`src/rtl/imem_loader_pkg.sv`:
```
`default_nettype none
// ============================================================================
// Module      : imem_loader_pkg
// Description : Shared definitions for the program loader and the CPU:
//               frame sync byte, loader state encoding and the instruction
//               field layout also used by the decoder.
// Revision    : 1.0 - initial release
// ============================================================================
package imem_loader_pkg;

  // First byte of every program image frame.
  localparam logic [7:0] SYNC_BYTE = 8'hA5;

  // Loader frame parser states.
  typedef enum logic [2:0] {
    ST_IDLE    = 3'd0,
    ST_CNT_HI  = 3'd1,
    ST_CNT_LO  = 3'd2,
    ST_DATA_HI = 3'd3,
    ST_DATA_LO = 3'd4,
    ST_CHECK   = 3'd5
  } loader_state_e;

  // Instruction word layout: opcode in [15:12], then three register/immediate
  // nibbles.
  localparam int unsigned c_opcode_msb = 15;
  localparam int unsigned c_opcode_lsb = 12;
  localparam int unsigned c_nib_a_lsb  = 8;
  localparam int unsigned c_nib_b_lsb  = 4;
  localparam int unsigned c_nib_c_lsb  = 0;

  function automatic logic [3:0] insn_opcode(input logic [15:0] insn);
    return insn[c_opcode_msb:c_opcode_lsb];
  endfunction

endpackage
`default_nettype wire

```
`src/rtl/imem_loader_timeout.sv`:
```
`default_nettype none
// ============================================================================
// Module      : imem_loader_timeout
// Description : Idle-cycle counter for the loader. Counts cycles while
//               enabled and no transfer occurs; clears on every transfer or
//               when disabled. expire_o is high in the idle cycle whose edge
//               makes the count reach TIMEOUT_CYCLES.
// Ports       : clk, reset (async, active-low), enable_i, clear_i, expire_o
// Revision    : 1.0 - initial release
// ============================================================================
module imem_loader_timeout #(
  parameter int TIMEOUT_CYCLES = 1000
) (
  input  logic clk,
  input  logic reset,
  input  logic enable_i,
  input  logic clear_i,
  output logic expire_o
);

  localparam int CW = $clog2(TIMEOUT_CYCLES + 1);

  logic [CW-1:0] cnt_q;
  logic [CW-1:0] cnt_d;

  assign expire_o = enable_i && !clear_i &&
                    (cnt_q == CW'(TIMEOUT_CYCLES - 1));

  always_comb begin
    cnt_d = cnt_q;
    if (!enable_i || clear_i || expire_o) begin
      cnt_d = '0;
    end else begin
      cnt_d = cnt_q + CW'(1);
    end
  end

  always_ff @(posedge clk or negedge reset) begin
    if (!reset) begin
      cnt_q <= '0;
    end else begin
      cnt_q <= cnt_d;
    end
  end

endmodule
`default_nettype wire

```
`src/rtl/imem_loader.sv`:
```
`default_nettype none
// ============================================================================
// Module      : imem_loader
// Description : Byte-stream program loader. Parses SYNC/COUNT/words/CHECKSUM
//               frames, writes big-endian 16-bit words to instruction memory
//               from address 0, and holds the CPU in reset until a
//               checksum-verified image is loaded.
// Ports       : clk, reset (async, active-low)
//               byte_data/byte_valid/byte_ready  - input byte stream
//               imem_wr_enable/address/data       - imem write port
//               cpu_hold, load_done, load_error   - load status
// Revision    : 1.0 - initial release
// ============================================================================
module imem_loader
  import imem_loader_pkg::*;
#(
  parameter int ADDR_WIDTH     = 16,
  parameter int TIMEOUT_CYCLES = 1000
) (
  input  logic                  clk,
  input  logic                  reset,
  input  logic [7:0]            byte_data,
  input  logic                  byte_valid,
  output logic                  byte_ready,
  output logic                  imem_wr_enable,
  output logic [ADDR_WIDTH-1:0] imem_wr_address,
  output logic [15:0]           imem_wr_data,
  output logic                  cpu_hold,
  output logic                  load_done,
  output logic                  load_error
);

  localparam logic [ADDR_WIDTH-1:0] c_addr_one = ADDR_WIDTH'(1);

  loader_state_e         state_q, state_d;
  logic [7:0]            cnt_hi_q, cnt_hi_d;
  logic [7:0]            hi_q, hi_d;
  logic [7:0]            csum_q, csum_d;
  logic [15:0]           left_q, left_d;
  logic [ADDR_WIDTH-1:0] idx_q, idx_d;
  logic                  wr_en_q, wr_en_d;
  logic [ADDR_WIDTH-1:0] wr_addr_q, wr_addr_d;
  logic [15:0]           wr_data_q, wr_data_d;
  logic                  hold_q, hold_d;
  logic                  done_q, done_d;
  logic                  err_q, err_d;

  logic                  xfer;
  logic                  expire;
  logic [15:0]           frame_len;

  // No backpressure: ready simply follows the reset release.
  assign byte_ready = reset;
  assign xfer       = byte_valid && byte_ready;
  assign frame_len  = {cnt_hi_q, byte_data};

  imem_loader_timeout #(
    .TIMEOUT_CYCLES (TIMEOUT_CYCLES)
  ) u_timeout (
    .clk      (clk),
    .reset    (reset),
    .enable_i (state_q != ST_IDLE),
    .clear_i  (xfer),
    .expire_o (expire)
  );

  always_comb begin
    state_d   = state_q;
    cnt_hi_d  = cnt_hi_q;
    hi_d      = hi_q;
    csum_d    = csum_q;
    left_d    = left_q;
    idx_d     = idx_q;
    wr_en_d   = 1'b0;
    wr_addr_d = wr_addr_q;
    wr_data_d = wr_data_q;
    hold_d    = hold_q;
    done_d    = done_q;
    err_d     = err_q;

    unique case (state_q)
      ST_IDLE: begin
        if (xfer && byte_data == SYNC_BYTE) begin
          state_d = ST_CNT_HI;
          done_d  = 1'b0;
          err_d   = 1'b0;
          csum_d  = 8'h00;
          hold_d  = 1'b1;
          idx_d   = '0;
        end
      end
      ST_CNT_HI: begin
        if (xfer) begin
          cnt_hi_d = byte_data;
          csum_d   = csum_q ^ byte_data;
          state_d  = ST_CNT_LO;
        end
      end
      ST_CNT_LO: begin
        if (xfer) begin
          csum_d = csum_q ^ byte_data;
          // Images larger than the address space are rejected up front.
          if ({17'd0, frame_len} > (33'd1 << ADDR_WIDTH)) begin
            err_d   = 1'b1;
            state_d = ST_IDLE;
          end else if (frame_len == 16'd0) begin
            state_d = ST_CHECK;
          end else begin
            left_d  = frame_len;
            state_d = ST_DATA_HI;
          end
        end
      end
      ST_DATA_HI: begin
        if (xfer) begin
          hi_d    = byte_data;
          csum_d  = csum_q ^ byte_data;
          state_d = ST_DATA_LO;
        end
      end
      ST_DATA_LO: begin
        if (xfer) begin
          csum_d    = csum_q ^ byte_data;
          wr_en_d   = 1'b1;
          wr_addr_d = idx_q;
          wr_data_d = {hi_q, byte_data};
          idx_d     = idx_q + c_addr_one;
          left_d    = left_q - 16'd1;
          state_d   = (left_q == 16'd1) ? ST_CHECK : ST_DATA_HI;
        end
      end
      ST_CHECK: begin
        if (xfer) begin
          if (byte_data == csum_q) begin
            done_d = 1'b1;
            hold_d = 1'b0;
          end else begin
            err_d  = 1'b1;
          end
          state_d = ST_IDLE;
        end
      end
      default: state_d = ST_IDLE;
    endcase

    // Expiry only fires on cycles without a transfer, so it never collides
    // with the per-state updates above.
    if (expire) begin
      err_d   = 1'b1;
      state_d = ST_IDLE;
    end
  end

  always_ff @(posedge clk or negedge reset) begin
    if (!reset) begin
      state_q   <= ST_IDLE;
      cnt_hi_q  <= 8'h00;
      hi_q      <= 8'h00;
      csum_q    <= 8'h00;
      left_q    <= 16'd0;
      idx_q     <= '0;
      wr_en_q   <= 1'b0;
      wr_addr_q <= '0;
      wr_data_q <= 16'h0000;
      hold_q    <= 1'b1;
      done_q    <= 1'b0;
      err_q     <= 1'b0;
    end else begin
      state_q   <= state_d;
      cnt_hi_q  <= cnt_hi_d;
      hi_q      <= hi_d;
      csum_q    <= csum_d;
      left_q    <= left_d;
      idx_q     <= idx_d;
      wr_en_q   <= wr_en_d;
      wr_addr_q <= wr_addr_d;
      wr_data_q <= wr_data_d;
      hold_q    <= hold_d;
      done_q    <= done_d;
      err_q     <= err_d;
    end
  end

  assign imem_wr_enable  = wr_en_q;
  assign imem_wr_address = wr_addr_q;
  assign imem_wr_data    = wr_data_q;
  assign cpu_hold        = hold_q;
  assign load_done       = done_q;
  assign load_error      = err_q;

endmodule
`default_nettype wire

```
`config.mk`:
```
export PLATFORM = sky130hd
export DESIGN_NAME = imem_loader
export DESIGN_NICKNAME = d
export VERILOG_FILES = /design/src/rtl/imem_loader_pkg.sv /design/src/rtl/imem_loader_timeout.sv /design/src/rtl/imem_loader.sv
export SDC_FILE = /design/constraint.sdc
export NUM_CORES = 1
export LEC_CHECK = 0
export BUFFER_PORTS_ARGS = -buffer_cell sky130_fd_sc_hd__clkbuf_2
export CORE_ASPECT_RATIO = 0.8
export CORE_MARGIN = 2
export CORE_UTILIZATION = 45
export DETAILED_ROUTE_END_ITERATION = 10
export SLEW_MARGIN = 20
export SYNTH_ARGS = -nofsm -noshare
export SYNTH_HDL_FRONTEND = slang
export SYNTH_SLANG_ARGS = --single-unit
```
`constraint.sdc`:
```
create_clock -name clk -period 6.1 [get_ports clk]
set_clock_uncertainty 0.2 [all_clocks]
set_input_delay 0 -clock clk [delete_from_list [all_inputs] [get_ports clk]]
set_output_delay 0 -clock clk [all_outputs]
set_load 0.005 [all_outputs]
```
# Word-level counts from Yosys, hierarchy flattened
# Index checks and enable logic that the tools add are counted.
# Widths: inputs -> output; s select.
[totals]
in_bits = 11
out_inout_bits = 37
ff_bits = 105
elab_cells = 101
[classes]
addsub = 3
n_eq_ne = 23
mux = 35
n_reduce_logical = 26
bitwise_logic = 1
[ops]
columns = ["cell", "count"]
rows = [
  ["$mux 16", 5],
  ["$pmux 16 s2", 2],
  ["$mux 3", 9],
  ["$pmux 3 s6", 1],
  ["$add 16x1->16 const B", 1],
  ["$eq 16x1->1 const B", 1],
  ["$logic_not 16->1", 1],
  ["$mux 8", 2],
  ["$pmux 8 s2", 1],
  ["$sub 16x1->16 const B", 1],
  ["$ne 3x1->1 const B", 5],
  ["$reduce_and 4->1", 3],
  ["$mux 1", 11],
  ["$add 10x1->10 const B", 1],
  ["$eq 10x10->1 const B", 1],
  ["$mux 10", 1],
  ["$eq 8x8->1", 1],
  ["$eq 8x8->1 const B", 1],
  ["$ne 2x1->1 const B", 4],
  ["$reduce_bool 2->1", 4],
  ["$xor 8x8->8", 1],
  ["$eq 3x2->1 const B", 2],
  ["$eq 3x3->1 const B", 2],
  ["$ne 2x2->1 const B", 3],
  ["other kinds (12)", 24],
]

# Depth between registers and ports, before layout
# Gate-level depths: netlist (run 1).
[logic_depth]
depth_word = 6
depth_mapped = 8
ltp_nobuf = 6

# Cells and area by module
# From an unflattened synthesis (run 1), not the netlist that was laid out.
[hier_totals]
cells_unflattened = 537
area_unflattened_um2 = 5076.1
[modules_own_cells]
columns = ["mod", "n_inst", "area_each_um2", "cells_each", "seq_area_each_um2"]
rows = [
  ["imem_loader", 1, 4550.6, 484, 2378.5],
  ["imem_loader_timeout", 1, 525.5, 53, 250.2],
]

# Worst setup path after synthesis (run 1)
# OpenSTA, ideal clock, no wires.
[synth_timing]
path_type = "flip-flop to flip-flop"
from = "register left_q[10]"
to = "register state_q[1]"
setup_time_ns = 0.139
stages_incl_launch_ff = 5
arrival_time_ns = 1.934
path_buffers = 0
required_ns = 5.761
synth_period_minus_slack_ns = 2.273
slack_ns = 3.827
path_cell_list = "dfrtp_1 > or4_1 > nor3_1 > a21oi_1 > or4_1"
[synth_between]
elab_chain_cells = 5
[synth_rtl]
columns = ["element", "line", "source"]
rows = [
  ["start: declaration", "imem_loader.sv:39", "logic [15:0] left_q, left_d;"],
  ["start signal: assignment", "imem_loader.sv:173", "left_q <= left_d;"],
  ["$eq 16x1->1", "imem_loader.sv:129", "state_d = (left_q == 16'd1) ? ST_CHECK : ST_DATA_HI;"],
  ["$mux 3", "imem_loader.sv:129", ""],
  ["$mux 3", "imem_loader.sv:122", "if (xfer) begin"],
  ["$pmux 3 s6", "imem_loader.sv:81", "unique case (state_q)"],
  ["$mux 3", "imem_loader.sv:148", "if (expire) begin"],
  ["end signal: assignment", "imem_loader.sv:169", "state_q <= state_d;"],
  ["end: declaration", "imem_loader.sv:35", "loader_state_e state_q, state_d;"],
]
# No other way between the ends. The select of a mux whose other input is x is not followed.
# A chain may end at the register's enable or synchronous reset.

# Final worst setup path (run 1)
[layout_timing]
from = "input port reset"
to = "register idx_q[2]"
[layout_between]
elab_chain_cells = 4
elab_cells_between_ends = 5
cone_classes = "eq/ne (2); reduce/logical (3)"
[layout_rtl]
columns = ["element", "line", "source"]
rows = [
  ["start: declaration", "imem_loader.sv:21", "input logic reset,"],
  ["$logic_and 1x1->1 (*)", "imem_loader.sv:54", "assign xfer = byte_valid && byte_ready;"],
  ["$logic_and 1x1->1", "imem_loader.sv:83", "if (xfer && byte_data == SYNC_BYTE) begin"],
  ["$ne 2x2->1 (no line)", "-", ""],
  ["$reduce_and 3->1 (no line) (*)", "-", ""],
  ["end signal: assignment", "imem_loader.sv:174", "idx_q <= idx_d;"],
  ["end: declaration", "imem_loader.sv:40", "logic [ADDR_WIDTH-1:0] idx_q, idx_d;"],
]
# Mark *: on every way between the ends. The rest lies on a longest branch, timed or not.

==> impl_metrics.ini, run 1 <==
[sta]
fin_crit_sh_pct = 49.4
period_minus_slack_ns = 3.01
hold_viol = 0
setup_tns_ns = 0
rsz0062_at_grt = false
fin_ws_ns = 3.09
relSlewSlack_pct = 44.4
drv_slew = 0
timing.hold.ws_ns = 0.0552
tightest_slew_ns = 0.828
max_freq_ghz = 0.332
setup_violations = 0

[synthesis]
syn-num-nets = 563
yosys_warnings = 0
syn_area_um2 = 5260
post-synth-top-area-cell = dfrtp_1
ys_seq_area_share_pct = 50.0
ys_seq_elements = 105
ys_types = 67
yosysTopAreaCellShare_pct = 49.5
avgSynthCellArea_um2 = 9.60
syn_inst = 548
async_reset_ff_share_pct = 100
yosys-top-cells-area = dfrtp_1 (49%), nand2_1 (8.6%), mux2_2 (3.9%)
synth_edf_count = 0
synthFlopType = dfrtp_1

[clock_tree]
postCtsSetupBuffers = 0
cts_root_buf = clkbuf_16
clk_pin_slew_ns = 0.07
htree_levels = 3
cts_tree = done
cts_inserted_buffers = 9
clkLatencyLatePin_ns = 0.35
ctsResizeCount = 0
cts_hold_buffers = 10
cts.sinks = 105
cts_buffer_depth = 2

[critical_path]
r2r-start = state_q[0]$_DFFE_PN0P_
crit_path_start = reset
crit_chain = dlygate4sd3_1, buf_4, and3b_1, nand2_1, buf_4, inv_1, buf_4, nand2_1, o21ai_0
cpMaxStageDelayCell = buf_4
worstPathArrival_ns = 3.08
crit_path_end_kind = flop
crit_required_ns = 6.17
crit_type = input pin to flop
path_max_fanout = 62
setup.worst_path.end = idx_q[2]$_DFFE_PN0P_
cp_common_cell = buf_4
r2r-end = idx_q[2]$_DFFE_PN0P_
reg2reg_slack_ns = 3.37
start_kind = input pin
critPathMaxStageDelay_ns = 0.59
worstRegToRegCells = 7

[pwr]
combPwrFrac_pct = 25.9
ir_drop_v = 0.000190
p_sw_share_pct = 33.4
p_seq_share_pct = 47.7
p_sw_w = 0.000746
p_leak_nw = 2.80
internal_power_w = 0.00149
p_per_area_nw_per_um2 = 373
clockPowerShare_pct = 26.4

[cells_and_area]
area_growth_pct = 13.7
fin_util_pct = 52.2
layout-drive-gt1-share_pct = 17.7
num_antenna_cells = 0
nets = 602

[floorplanning]
dieArea_um2 = 12600
die-width_um = 125
ios = 48
initial_core_util_pct = 45.9
rows = 35
core_area_um2 = 11500
die_h_um = 101

[detailed_routing]
first_pass_iters = 5
drc = 0
wire_per_inst_um = 16.4
drt-initial-drc-count = 256
wirelength_mm = 12.1
vias_per_cell = 5.62
ant_nets = 0
route.vias.total = 4156

[place]
gp_congestion = 0.860
io_buffers = 47
dp_hpwl_mm = 8.37
pre_cts_slack_ns = 3.19

[global_routing]
antenna_found_initial = 0
grt_remaining_overflow = 0
grt_max_degree = 63
grt_pass1_vias = 4013
grt_util_all_layers_pct = 20.6
grt_pass1_wl_mm = 20.8

[job]
maxCapViolCount = 0

[outcome]
status = complete, no violations

[worst_hold_path]
hp-class = input pin to async pin
-- placed cells by master (no fill, tap or decap), drive strengths merged, types with 7 or more instances in the layout --
cell type,Yosys,layout
xor2,11,11
nand3,14,14
mux2,18,18
nor4,7,7
nand4,8,8
or4,9,9
clkbuf,23,56
o21ai,19,19
a21oi,11,11
and3,8,8
nand2,120,120
dlygate4sd3,0,10
dfrtp,104,104
inv,13,16
nor2,41,41
xnor2,7,7
nor3,13,13
mux2i,12,12
-- critical path: cells and delay by family --
family          cells  cell delay [ns]
compound gates      1             0.15
simple gates        3             0.72
buf+inv             5             2.17
-- through the flow --
step	instance area (um2)	instances	total power, W
finish	5980	740	0.00223
global route	5980	740	0.00238
CTS	5980	740	0.00225
detailed placement	5580	714	0.00165
global placement	5580	714	0.00163
floorplan	5260	548	0.00146
-- Yosys cell counts, drive strengths merged (2+ instances only) --
library cell and instances:
nand2 120, dfrtp 104, nor2 41, clkbuf 23, o21ai 19, mux2 18
nand3 14, inv 13, nor3 13, mux2i 12, a21oi 11, xor2 11
buf 10, or4 9, and3 8, nand4 8, nor4 7, xnor2 7
a41oi 6, nand2b 6, o31ai 6, o32a 6, a211oi 5, a31oi 5
or3 5, a22oi 4, and4 4, ha 4, o211ai 4, a22o 3
and2 3, o22a 3, o41ai 3, a211o 2, a221oi 2, and3b 2
nor2b 2, nor3b 2, o22ai 2, or2 2, or3b 2
-- area by class of cell --
| type | instances | area, um2 |
|---|---|---|
| clock inverters | 6 | 73.8 |
| inverters | 13 | 48.8 |
| multi-input cells | 397 | 2450 |
| flip-flops and latches | 105 | 2630 |
| well taps | 148 | 185 |
| repair buffers | 61 | 368 |
| clock buffers | 10 | 229 |
| fillers | 1095 | 5490 |
-- worst min path at each step --
stage	slack, ns	cells past startpoint	to
final	0.06	2	imem_wr_data[5]$_DFFE_PN0P_
after global routing	0.12	2	hi_q[4]$_DFFE_PN0P_
after CTS	0.08	2	imem_wr_data[5]$_DFFE_PN0P_
after detailed placement	-0.08	1	imem_wr_data[5]$_DFFE_PN0P_
after global placement	-0.09	1	imem_wr_data[14]$_DFFE_PN0P_
after floorplan	-0.50	0	cnt_hi_q[0]$_DFFE_PN0P_
-- kinds of logic (layout without fill, tap and decap cells) --
group / count (synthesis) / in the layout / share of synthesized area, %
buffers and inverters: 46 / 90 / 3.57
adders and majority gates: 4 / 4 / 0.951
muxes: 30 / 30 / 6.13
xor gates and xnor gates: 18 / 18 / 3.00
DFF: 105 / 105 / 50.0
and+or+nand+nor: 253 / 253 / 23.1
AOI/OAI and AO/OA: 92 / 92 / 13.3
-- registers in the layout, summed over array words and instances (netlist names) --
name and count:
cnt_hi_q 8, hi_q 8, cpu_hold 1, u_timeout.cnt_q 10, imem_wr_enable 1, csum_q 8
load_done 1, load_error 1, left_q 16, idx_q 16, imem_wr_data 16, state_q 3
imem_wr_address 16
-- power groups by stage --
stage               clock [W]  combinational [W]  sequential (W)
floorplan                   0           0.000446         0.00102
global placement            0           0.000566         0.00107
detailed placement          0           0.000575         0.00107
CTS                  0.000606           0.000582         0.00106
global route         0.000636           0.000653         0.00110
finish               0.000589           0.000577         0.00107
-- routing by layer --
layer  up-vias  GRT usage [%]  routed length (um)  part of all wire [%]
li1       2027              -                   -                     -
met1      2013           29.8                6080                    50
met2       105           31.3                5360                    44
met3        11           4.99                 557                   4.6
met4         0           5.21                 129                   1.1
met5         -              0                   0                     0
(Power assumes the default switching activity.)
==> run 2: changes to the inputs <==
==> constraint.sdc (replaced) <==
create_clock -name clk -period 3.1 [get_ports clk]
set_clock_uncertainty 0.2 [all_clocks]
set_input_delay 0 -clock clk [delete_from_list [all_inputs] [get_ports clk]]
set_output_delay 0 -clock clk [all_outputs]
set_load 0.005 [all_outputs]
==> impl_metrics.ini, run 2 (same netlist as run 1, synthesis figures left out) <==
[clock_tree]
cts.sinks = 105
cts_inserted_buffers = 9
clk_pin_slew_ns = 0.08
clkLatencyLatePin_ns = 0.35
cts_root_buf = clkbuf_16
htree_levels = 3
ctsResizeCount = 0
cts_hold_buffers = 11
cts_buffer_depth = 2
cts_tree = done
postCtsSetupBuffers = 0

[global_routing]
grt_pass1_vias = 4152
grt_max_degree = 55
grt_remaining_overflow = 0
antenna_found_initial = 0
grt_util_all_layers_pct = 21.7
grt_pass1_wl_mm = 21.7

[floorplanning]
die_h_um = 101
core_area_um2 = 11500
initial_core_util_pct = 45.9
rows = 35
die-width_um = 125
ios = 48
dieArea_um2 = 12600

[detailed_routing]
met1_length_mm = 6.37
wirelength_mm = 13.0
wl_met3_um = 533
dr_wl_met2_mm = 5.91
drt-initial-drc-count = 289
ant_nets = 0
route.vias.total = 4269
wire_per_inst_um = 17.4
first_pass_iters = 5
vias_per_cell = 5.72
drc = 0
maxUsedRoutingLayer = met4

[sta]
timing.hold.ws_ns = 0.227
setup_violations = 0
setup_tns_ns = 0
rsz0062_at_grt = false
fin_crit_sh_pct = 81.4
max_freq_ghz = 0.396
hold_viol = 0
period_minus_slack_ns = 2.52
drv_slew = 0
tightest_slew_ns = 0.831
relSlewSlack_pct = 44.6

[critical_path]
worstPathArrival_ns = 2.55
crit_required_ns = 3.12
crit_type = input pin to flop
crit_path_end_kind = flop
start_kind = input pin
path_max_fanout = 10

[cells_and_area]
layout-drive-gt1-share_pct = 18.4
num_antenna_cells = 0
final_cell_area_um2 = 6030
layout_commonest_cell = nand2_1
final_cell_mix = nand2_1 (120), dfrtp_1 (104), clkbuf_2 (46)
nets = 608
fillers = 1070
area_growth_pct = 14.6

[place]
gp_congestion = 0.841
dp_hpwl_mm = 8.81
post_dp_cell_area_um2 = 5630
io_buffers = 47

[pwr]
ir_drop_v = 0.000306
p_per_area_nw_per_um2 = 730
p_leak_nw = 2.83

[worst_hold_path]
hp-class = input pin to async pin

[job]
maxCapViolCount = 0

[outcome]
status = complete, no violations
-- run 2: cell types whose count changed in the layout (fill, tap and decap cells not counted) --
cell	previous run	this run
buf_4	5	9
clkinv_4	0	3
clkinvlp_4	2	0
inv_6	2	0
inv_8	1	3
buf_12	0	1
bufinv_16	1	0
dlygate4sd3_1	10	11
-- run 2: cell type report --
| cell class | instances | area (um2) | share of cell area (%) |
|---|---|---|---|
| Sequential cell | 105 | 2630 | 43.6 |
| Multi-Input combinational cell | 397 | 2450 | 40.6 |
| Timing Repair Buffer | 67 | 428 | 7.10 |
| Clock buffer | 10 | 229 | 3.80 |
| Tap cell | 148 | 185 | 3.07 |
| Clock inverter | 6 | 60.1 | 0.996 |
| Inverter | 13 | 48.8 | 0.809 |
-- run 2: worst paths after layout --
kind                                    startpoint                           end  slack [ns]  cells past startpoint
hold / removal                               reset   imem_wr_data[1]$_DFFE_PN0P_        0.23                      3
hold reg to reg                hi_q[7]$_DFFE_PN0P_  imem_wr_data[15]$_DFFE_PN0P_        0.27                      2
min in group clk               hi_q[7]$_DFFE_PN0P_  imem_wr_data[15]$_DFFE_PN0P_        0.27                      2
setup reg to reg           cnt_hi_q[1]$_DFFE_PN0P_        state_q[1]$_DFFE_PN0P_        0.69                      4
max in group asynchronous                    reset  u_timeout.cnt_q[7]$_DFF_PN0_        1.36                      4
setup / recovery                      byte_data[4]        state_q[1]$_DFFE_PN0P_        0.58                      6
-- run 2: per-layer routing --
layer,GRT usage [%],vias to the layer above
li1,-,2043
met1,31.1,2102
met2,34.2,108
met3,3.66,16
met4,6.58,0
met5,0,-
-- run 2: critical path: stages --
cell and delay (ns):
dlygate4sd3_1 0.54, clkbuf_2 0.23, or4_4 0.59, o41ai_4 0.52
nor2_4 0.13, or4_1 0.53
-- run 2: through the flow --
stage,std cells,setup WS [ns],total power [W],utilization [%]
2_1_floorplan,548,0.827,0.00288,-
3_3_place_gp,719,0.749,0.00324,49.1
3_5_place_dp,719,0.696,0.00329,49.1
4_1_cts,746,0.600,0.00443,52.6
5_1_grt,746,0.424,0.00468,52.6
6_report,746,0.575,0.00440,52.6
-- run 2: report_power, final --
group	leakage [nW]	switching, W	internal, W
Combinational	1.32	0.000608	0.000569
Sequential	1.37	0.000363	0.00174
Clock	0.143	0.000557	0.000568
Total	2.83	0.00153	0.00287
==> run 3: changes to the inputs <==
==> constraint.sdc (replaced) <==
create_clock -name clk -period 2.45 [get_ports clk]
set_clock_uncertainty 0.2 [all_clocks]
set_input_delay 0 -clock clk [delete_from_list [all_inputs] [get_ports clk]]
set_output_delay 0 -clock clk [all_outputs]
set_load 0.005 [all_outputs]
==> impl_metrics.ini, run 3 (same netlist as run 1, synthesis figures left out) <==
[cells_and_area]
final_cell_mix = nand2_1 (120), dfrtp_1 (104), clkbuf_2 (46)
fin_cells = 763
num_antenna_cells = 0
area_growth_pct = 17.1
layout_commonest_cell = nand2_1
layout-drive-gt1-share_pct = 20.8
nets = 625

[clock_tree]
clk_pin_slew_ns = 0.08
clkLatencyLatePin_ns = 0.35
cts_buffer_depth = 2
cts_inserted_buffers = 9
htree_levels = 3
cts_root_buf = clkbuf_16
cts.sinks = 105
postCtsSetupBuffers = 0
cts_tree = done

[sta]
setup_violations = 0
rsz0062_at_grt = false
max_freq_ghz = 0.424
setup_tns_ns = 0
tightest_slew_ns = 1.02
hold_viol = 0
drv_slew = 0
relSlewSlack_pct = 31.7
period_minus_slack_ns = 2.36
fin_ws_ns = 0.0901
fin_crit_sh_pct = 96.3

[detailed_routing]
route.vias.total = 4271
ant_nets = 0
drc = 0
first_pass_iters = 5
wl_met3_um = 545
maxUsedRoutingLayer = met4
met1_length_mm = 6.62
drt-initial-drc-count = 284
vias_per_cell = 5.60
wirelength_mm = 12.9
dr_wl_met2_mm = 5.63
wire_per_inst_um = 16.9

[pwr]
p_sw_w = 0.00193
clockPowerShare_pct = 25.0
internal_power_w = 0.00369
p_per_area_nw_per_um2 = 912
p_sw_share_pct = 34.4
p_seq_share_pct = 46.7
ir_drop_v = 0.000432
p_leak_nw = 2.91
combPwrFrac_pct = 28.3
finalPower_w = 0.00562

[critical_path]
cpMaxStageDelayCell = or4_4
crit_buf_inv = 2
crit_path_end_kind = flop
worstPathArrival_ns = 2.38
crit_chain = dlygate4sd3_1, clkbuf_2, or4_4, o41ai_4, nor2_4, or4_1
crit_family = simple AND/OR/NAND/NOR gates
crit_required_ns = 2.47
start_kind = input pin
critPathMaxStageDelay_ns = 0.58
crit_type = input pin to flop
path_max_fanout = 10

[floorplanning]
dieArea_um2 = 12600
ios = 48
die_h_um = 101
initial_core_util_pct = 45.9
rows = 35
core_area_um2 = 11500
die-width_um = 125

[global_routing]
grt_pass1_vias = 4116
grt_util_all_layers_pct = 21.8
grt_remaining_overflow = 0
antenna_found_initial = 0
grt_pass1_wl_mm = 22.0
grt_max_degree = 69

[place]
gp_congestion = 0.850
dp.cells = 736
pre_cts_slack_ns = 0.121
io_buffers = 47
dp_hpwl_mm = 8.95

[job]
maxCapViolCount = 0

[outcome]
status = complete, no violations

[worst_hold_path]
hp-class = input pin to async pin
==> run 3: cell count changes in the layout (fill, tap and decap cells not counted), sizes merged <==
cell  change
buf      +17
==> run 3: worst min-delay path: stages <==
cell and delay, ns:
dlygate4sd3_1 0.52, buf_4 0.18, buf_4 0.29
==> run 3: final timing paths <==
path,slack [ns],cells after the start,start,end
worst max register to register,0.11,4,cnt_hi_q[6]$_DFFE_PN0P_,state_q[1]$_DFFE_PN0P_
worst min register to register,0.27,2,hi_q[7]$_DFFE_PN0P_,imem_wr_data[15]$_DFFE_PN0P_
max in group asynchronous,0.61,3,reset,left_q[2]$_DFFE_PN0P_
worst max-delay path,0.09,6,byte_data[2],state_q[1]$_DFFE_PN0P_
worst min-delay path,0.07,3,reset,idx_q[9]$_DFFE_PN0P_
min in group clk,0.27,2,hi_q[7]$_DFFE_PN0P_,imem_wr_data[15]$_DFFE_PN0P_
==> run 3: area by class of cell <==
type	count	area, um2
Inverter	13	48.8
Timing Repair Buffer	84	556
Clock inverter	6	60.1
Clock buffer	10	229
Tap cell	148	185
Fill cell	1026	5310
Multi-Input combinational cell	397	2450
Sequential cell	105	2630
==> run 3: repair_timing <==
action	CTS	global route
gates resized for setup	0	1
endpoints found under the hold margin	74	0
endpoints found under the setup margin	0	3
hold buffers	11	0
==> run 3: metal layers <==
layer	up-vias	global-route usage [%]
met1	2066	32.8
met2	113	32.6
met3	14	3.77
met4	0	5.98
li1	2078	-
met5	-	0
==> run 3: power by group through the flow <==
stage / registers, W / logic, W / clock network (W)
3_3_place_gp: 0.00261 / 0.00155 / 0
3_5_place_dp: 0.00264 / 0.00157 / 0
6_report: 0.00262 / 0.00159 / 0.00141
4_1_cts: 0.00262 / 0.00159 / 0.00144
2_1_floorplan: 0.00254 / 0.00111 / 0
5_1_grt: 0.00269 / 0.00178 / 0.00151
==> run 3: through the flow <==
stage                     hold slack, ns  cell area (um2)  util, %
after floorplan                   -0.496             5260        -
after global placement            -0.265             5760     50.2
after detailed placement          -0.261             5760     50.2
after CTS                         0.0708             6160     53.7
after global routing               0.111             6160     53.7
final                             0.0738             6160     53.7
